File: config.mk
export PLATFORM = sky130hd
export DESIGN_NAME = up_sample
export DESIGN_NICKNAME = d
export VERILOG_FILES = /design/src/rtl/up_sample.sv
export SDC_FILE = /design/constraint.sdc
export NUM_CORES = 1
export LEC_CHECK = 0
export CAP_MARGIN = 20
export CORE_AREA = 5 5 81 64
export DETAILED_ROUTE_END_ITERATION = 16
export DIE_AREA = 0 0 86 69
export GPL_TIMING_DRIVEN = 0
export PLACE_DENSITY_LB_ADDON = 0.15
export SETUP_SLACK_MARGIN = 0.5
export SLEW_MARGIN = 25
export SYNTH_ARGS = -nofsm -noshare
export SYNTH_HDL_FRONTEND = slang
export SYNTH_SLANG_ARGS = --single-unit
File: constraint.sdc
create_clock -name clk -period 2.5 [get_ports clk]
set_input_delay 0.75 -clock clk [delete_from_list [all_inputs] [get_ports clk]]
set_output_delay 0.75 -clock clk [all_outputs]
set_load 0.03 [all_outputs]
File: src/rtl/up_sample.sv
// rtl/up_sample.sv - sample-rate doubler (repeat or zero-fill) with pass-through mode
//
// Purpose: accepts one sample per input handshake and emits it once
// (pass-through) or twice (upsample). In upsample mode the second copy is
// either a repeat or zero, chosen by zero_fill at the time of the accept.
//
// Ports:
//   clk          rising-edge clock
//   reset        synchronous, active-high reset
//   en_upsample  1 = emit each sample twice, 0 = pass-through
//   zero_fill    upsample mode: second copy is zero instead of a repeat
//   data_in      upstream sample
//   valid_in     upstream sample valid
//   in_ready     block accepts data_in this cycle (combinational)
//   data_out     registered output sample
//   valid_out    registered output valid
//   out_ready    downstream accepts data_out this cycle
//   out_count    number of completed output handshakes (wraps)
module up_sample #(
  parameter int DWIDTH = 8,
  parameter int CWIDTH = 16
) (
  input  logic              clk,
  input  logic              reset,
  input  logic              en_upsample,
  input  logic              zero_fill,
  input  logic [DWIDTH-1:0] data_in,
  input  logic              valid_in,
  output logic              in_ready,
  output logic [DWIDTH-1:0] data_out,
  output logic              valid_out,
  input  logic              out_ready,
  output logic [CWIDTH-1:0] out_count
);

  typedef enum logic [1:0] {
    IDLE   = 2'd0,
    FIRST  = 2'd1,
    SECOND = 2'd2
  } state_t;

  state_t              state_q, state_d;
  logic [DWIDTH-1:0]   data_out_q, data_out_d;
  logic                valid_out_q, valid_out_d;
  logic [DWIDTH-1:0]   sample_q, sample_d;
  logic                dup_q, dup_d;
  logic                zf_q, zf_d;
  logic [CWIDTH-1:0]   count_q, count_d;

  logic accept;
  logic out_hs;

  // A new sample can enter only when the current one has nothing left to
  // present after this cycle's handshake, which keeps the output gap-free.
  assign in_ready = (state_q == IDLE)
                  | ((state_q == FIRST) & ~dup_q & out_ready)
                  | ((state_q == SECOND) & out_ready);

  assign accept = valid_in & in_ready;
  assign out_hs = valid_out_q & out_ready;

  always_comb begin
    state_d     = state_q;
    data_out_d  = data_out_q;
    valid_out_d = valid_out_q;
    sample_d    = sample_q;
    dup_d       = dup_q;
    zf_d        = zf_q;
    count_d     = out_hs ? count_q + CWIDTH'(1) : count_q;

    case (state_q)
      IDLE: ;
      FIRST: begin
        if (out_hs) begin
          if (dup_q) begin
            state_d    = SECOND;
            data_out_d = zf_q ? '0 : sample_q;
          end else begin
            state_d     = IDLE;
            valid_out_d = 1'b0;
          end
        end
      end
      SECOND: begin
        if (out_hs) begin
          state_d     = IDLE;
          valid_out_d = 1'b0;
        end
      end
      default: begin
        state_d     = IDLE;
        valid_out_d = 1'b0;
      end
    endcase

    // An accept only happens when the current beat (if any) finishes this
    // cycle, so loading the new sample overrides the drain-to-IDLE above.
    // The mode is captured here so a pair completes in its own mode.
    if (accept) begin
      state_d     = FIRST;
      data_out_d  = data_in;
      valid_out_d = 1'b1;
      sample_d    = data_in;
      dup_d       = en_upsample;
      zf_d        = zero_fill;
    end
  end

  always_ff @(posedge clk) begin
    if (reset) begin
      state_q     <= IDLE;
      data_out_q  <= '0;
      valid_out_q <= 1'b0;
      sample_q    <= '0;
      dup_q       <= 1'b0;
      zf_q        <= 1'b0;
      count_q     <= '0;
    end else begin
      state_q     <= state_d;
      data_out_q  <= data_out_d;
      valid_out_q <= valid_out_d;
      sample_q    <= sample_d;
      dup_q       <= dup_d;
      zf_q        <= zf_d;
      count_q     <= count_d;
    end
  end

  assign data_out  = data_out_q;
  assign valid_out = valid_out_q;
  assign out_count = count_q;

endmodule

Yosys cells after proc, flatten, opt, wreduce, memory -nomap -nowiden
Cells that the tools add are included.
- register bits: 37
- output and inout bits: 26
- logic and storage cells: 50
- add/sub/neg operators: 1
- equal/unequal tests: 8
- muxes and demuxes: 15
- bitwise gates (word level): 9
- reduce and logical (&&, ||, !) cells: 9
- operators by type and width (operator ; number):
    8-bit 2-to-1 mux ; 5
    16-bit by 1-bit adder with 16-bit output (second input constant) ; 1
    3-bit != test (second input constant) ; 3
    3-bit AND reduction ; 3
    2-bit 2-to-1 mux ; 3
    2-bit != test (second input constant) ; 3
    2-bit case mux with 3 select lines ; 1
    2-bit nonzero test ; 3
    1-bit AND ; 5
    1-bit 2-to-1 mux ; 5
    4-bit AND reduction ; 1
    1-bit case mux with 3 select lines ; 1
    2-bit by 1-bit == test with 1-bit output (second input constant) ; 1
    2-bit == test (second input constant) ; 1
    2-bit logical NOT ; 1
    1-bit NOT ; 2
    1-bit OR ; 2
    2-bit OR reduction ; 1

Longest topological paths before layout
- word-level depth: 8
- mapped depth: 7
- gate-level depth less buffers: 5

Worst setup path before layout
Ideal clock, no wire load.
- kind: input-to-output
- start point: in out_ready
- end point: out in_ready
- arrival: 1.344 ns
- path slack: 0.406 ns
- stages on the path: 5
- path buffers: 2
- cell sequence: nand2b_1 o22a_2 inv_2 buf_6 buf_6
- word-level cells in the longest chain between the ends: 3
- ends and longest elaborated chain (what ; line ; text):
    start, declared ; 32 ; input logic out_ready,
    1-bit AND ; 56 ; | ((state_q == FIRST) & ~dup_q & out_ready)
    1-bit OR ; 56 ;
    1-bit OR * ; 57 ; | ((state_q == SECOND) & out_ready);
    end, declared ; 29 ; output logic in_ready,
Mark *: on every way between the ends. The rest lies on a longest branch, timed or not.

Worst setup path after layout
Same ends and word-level chain as after synthesis.

==> flow_summary.json <==
{
  "grt_start_max_net_pins": 11,
  "rr_worst_depth": 13,
  "ys_seq_area_share_pct": 44.8,
  "synth_seq_cells": 37,
  "status": "complete, no violations",
  "area_growth_pct": 39.3,
  "synth_adder_area_share_pct": 0.756,
  "p_leak_nw": 0.972,
  "timing.fmax_mhz": 440,
  "final_layout_size_suffix_gt1_share_pct": 18.2,
  "remaining_drc_errors": 0,
  "peakVddDrop_mv": 0.329,
  "track_usage_pct": 14.8,
  "final_net_count": 251,
  "grt_pass1_vias": 1470,
  "finalCritPeriodShare_pct": 90.9,
  "criticalPathCategory": "input pin to primary output",
  "antenna_found_initial": 0,
  "cap_violations": 0,
  "cts.clk_slew.worst_paths_ns": 0.07,
  "drt_iter0_drc": 74,
  "coreArea_mm2": 0.00434,
  "start_util_pct": 38.2,
  "hold_viol_final": 0,
  "async_flop_share_pct": 0,
  "clockBufferDepth": 2,
  "cts_made_buffers": 5,
  "cp-start-kind": "input pin",
  "yosys_warnings": 0,
  "yosys.area_share.simple_pct": 26.1,
  "die_area_mm2": 0.00593,
  "worstPathArrival_ns": 1.52,
  "rsz0062_at_grt": "yes",
  "synth.mux.area_fraction_pct": 2.04,
  "synth_edf_count": 0,
  "syn-num-nets": 194,
  "r2r_slack_ns": 0.33,
  "routed_via_density": 5.39,
  "synth.distinct_cells": 40,
  "yosys.area_share.xor_xnor_pct": 5.30,
  "place.gp.congestion": 0.761,
  "worst_hold_path_type": "flop to flop",
  "finalWirelength_um": 4390,
  "maxSlewHeadroom_pct": 69.8,
  "root_buffer": "clkbuf_8",
  "syn_avg_cell_area_um2": 9.24,
  "syn_area_mm2": 0.00165,
  "num_antenna_cells": 0,
  "synth_compound_area_share_pct": 17.1,
  "cts_sinks": 37,
  "worst_pin_slew_ns": 0.454,
  "die_w_um": 86,
  "whs_path_depth": 1,
  "critPathCaptureType": "primary output",
  "io_pins": 40,
  "worst-path-max-fanout": 3,
  "drtAntennaViolNets": 0,
  "cts_max_level": 2,
  "place_ws_ns": -1.01,
  "cts_tree": "yes",
  "wl_per_cell_um": 15.0,
  "overflow": 0,
  "grt_pass1_wl_um": 7090,
  "maxSlewViolCount": 0,
  "clk_latency_ns": 0.28,
  "hpwl_um": 2940,
  "fillers": 441,
  "setup_violations": 0,
  "io_buffers": 39,
  "required_ns": 1.75,
  "first_pass_iters": 4,
  "fin_skew_ns": 0.00431,
  "die_y_um": 69,
  "power.density_mw_per_mm2": 538,
  "synth_top_family_by_area": "simple AND/OR/NAND/NOR gates",
  "setup_tns_ns": 0,
  "syn_inst": 179,
  "num_rows": 21,
  "hold_ws_ns": 0.481,
  "vias": 1578,
  "yosys_most_used_dff": "dfxtp_1",
  "holdBufCountCts": 0,
  "fin_crit_ns": 2.27,
  "setup_slack_ns": 0.226
}
## Yosys cell counts (5+ instances only)
library cell  instances  share of area [%]
nand3_1              16                4.8
nand2_1               5                1.1
nor2b_1               5                1.9
xnor2_1               6                3.2
nor2_1               17                3.9
dfxtp_1              37                 45
a21oi_1              14                4.2
and4_1                8                4.2
o21ai_0              11                3.3
nand4_1               7                2.6
a221o_1               8                4.8
## sequential cells by signal, summed over array words and instances (netlist names)
| register | flops |
|---|---|
| dup_q | 1 |
| valid_out | 1 |
| out_count | 16 |
| state_q | 2 |
| sample_q | 8 |
| data_out | 8 |
| zf_q | 1 |
## area by class of cell
| class | instances | area [µm²] | share of cell area (%) |
|---|---|---|---|
| multi-input combinational | 129 | 857 | 37.2 |
| sequential | 37 | 741 | 32.2 |
| timing repair buffer | 50 | 474 | 20.6 |
| clock buffer | 7 | 86.3 | 3.75 |
| tap | 57 | 71.3 | 3.10 |
| buffer | 9 | 58.8 | 2.55 |
| inverter | 4 | 15.0 | 0.652 |
## cell families (layout without fill, tap and decap cells)
kind of cell,after synthesis,in the layout
buffers and inverters,13,70
AO/OA/AOI/OAI,41,41
multiplexers,3,3
AND/OR/NAND/NOR,74,74
flip-flops,37,37
adder cells (fa/ha/maj),1,1
XOR/XNOR,10,10
## metal layers
metal	GRT usage, %	up-vias	share of wire, %
li1	-	770	-
met1	21.5	768	52
met2	20.7	34	42
met3	3.93	6	4.5
met4	5.80	0	1.2
met5	0	-	0
## layout by cell type, fill, tap and decap left out, drive strengths merged
master,count
nand3b,1
a22oi,1
clkdlybuf4s50,11
and3,3
o22a,1
nand2,5
o21bai,1
nor3,4
nand3,17
inv,4
a2111oi,1
a221oi,1
a21oi,14
nand2b,1
and2,2
o211a,1
clkbuf,11
o21ai,11
xor2,4
nor2b,5
and3b,1
nor2,18
and4,9
a31o,2
dlygate4sd2,25
clkdlybuf4s15,1
mux2,3
a221o,8
buf,18
xnor2,6
and2b,1
ha,1
dfxtp,37
nand4,7
## final timing paths
kind / from / endpoint
worst max-delay path: out_ready / in_ready
worst min-delay path: sample_q[6] / data_out[6]
worst max register to register: state_q[1] / data_out[1]
worst min register to register: sample_q[6] / data_out[6]
## repair_timing
item | in CTS | in global routing
setup buffers | 10 | 1
endpoints found under the hold margin | 0 | 0
endpoints found under the setup margin | 58 | 14
resized for setup | 49 | 8
pin swaps | 3 | 1
cloned | 0 | 0
## power breakdown
part           switching, W  total, W  internal, W
clock network      0.000204  0.000423     0.000219
registers         0.0000169  0.000629     0.000612
logic             0.0000991  0.000188    0.0000889
total              0.000320   0.00124     0.000920
## metrics by stage
stage	area, µm²	std cells	utilization [%]	power, W
after floorplan	1660	179	-	0.000736
after global placement	2120	275	48.9	0.000808
after detailed placement	2120	275	48.9	0.000809
after CTS	2270	292	52.5	0.00124
after global routing	2300	293	53.1	0.00129
final	2300	293	53.1	0.00124
## worst max-delay path: stages
cell and delay, ns:
buf_8 0.10, nor2b_4 0.09, o22a_2 0.18, inv_2 0.05, buf_6 0.12, buf_8 0.11
buf_6 0.13
Note: power is estimated with default switching activity, not from simulation.
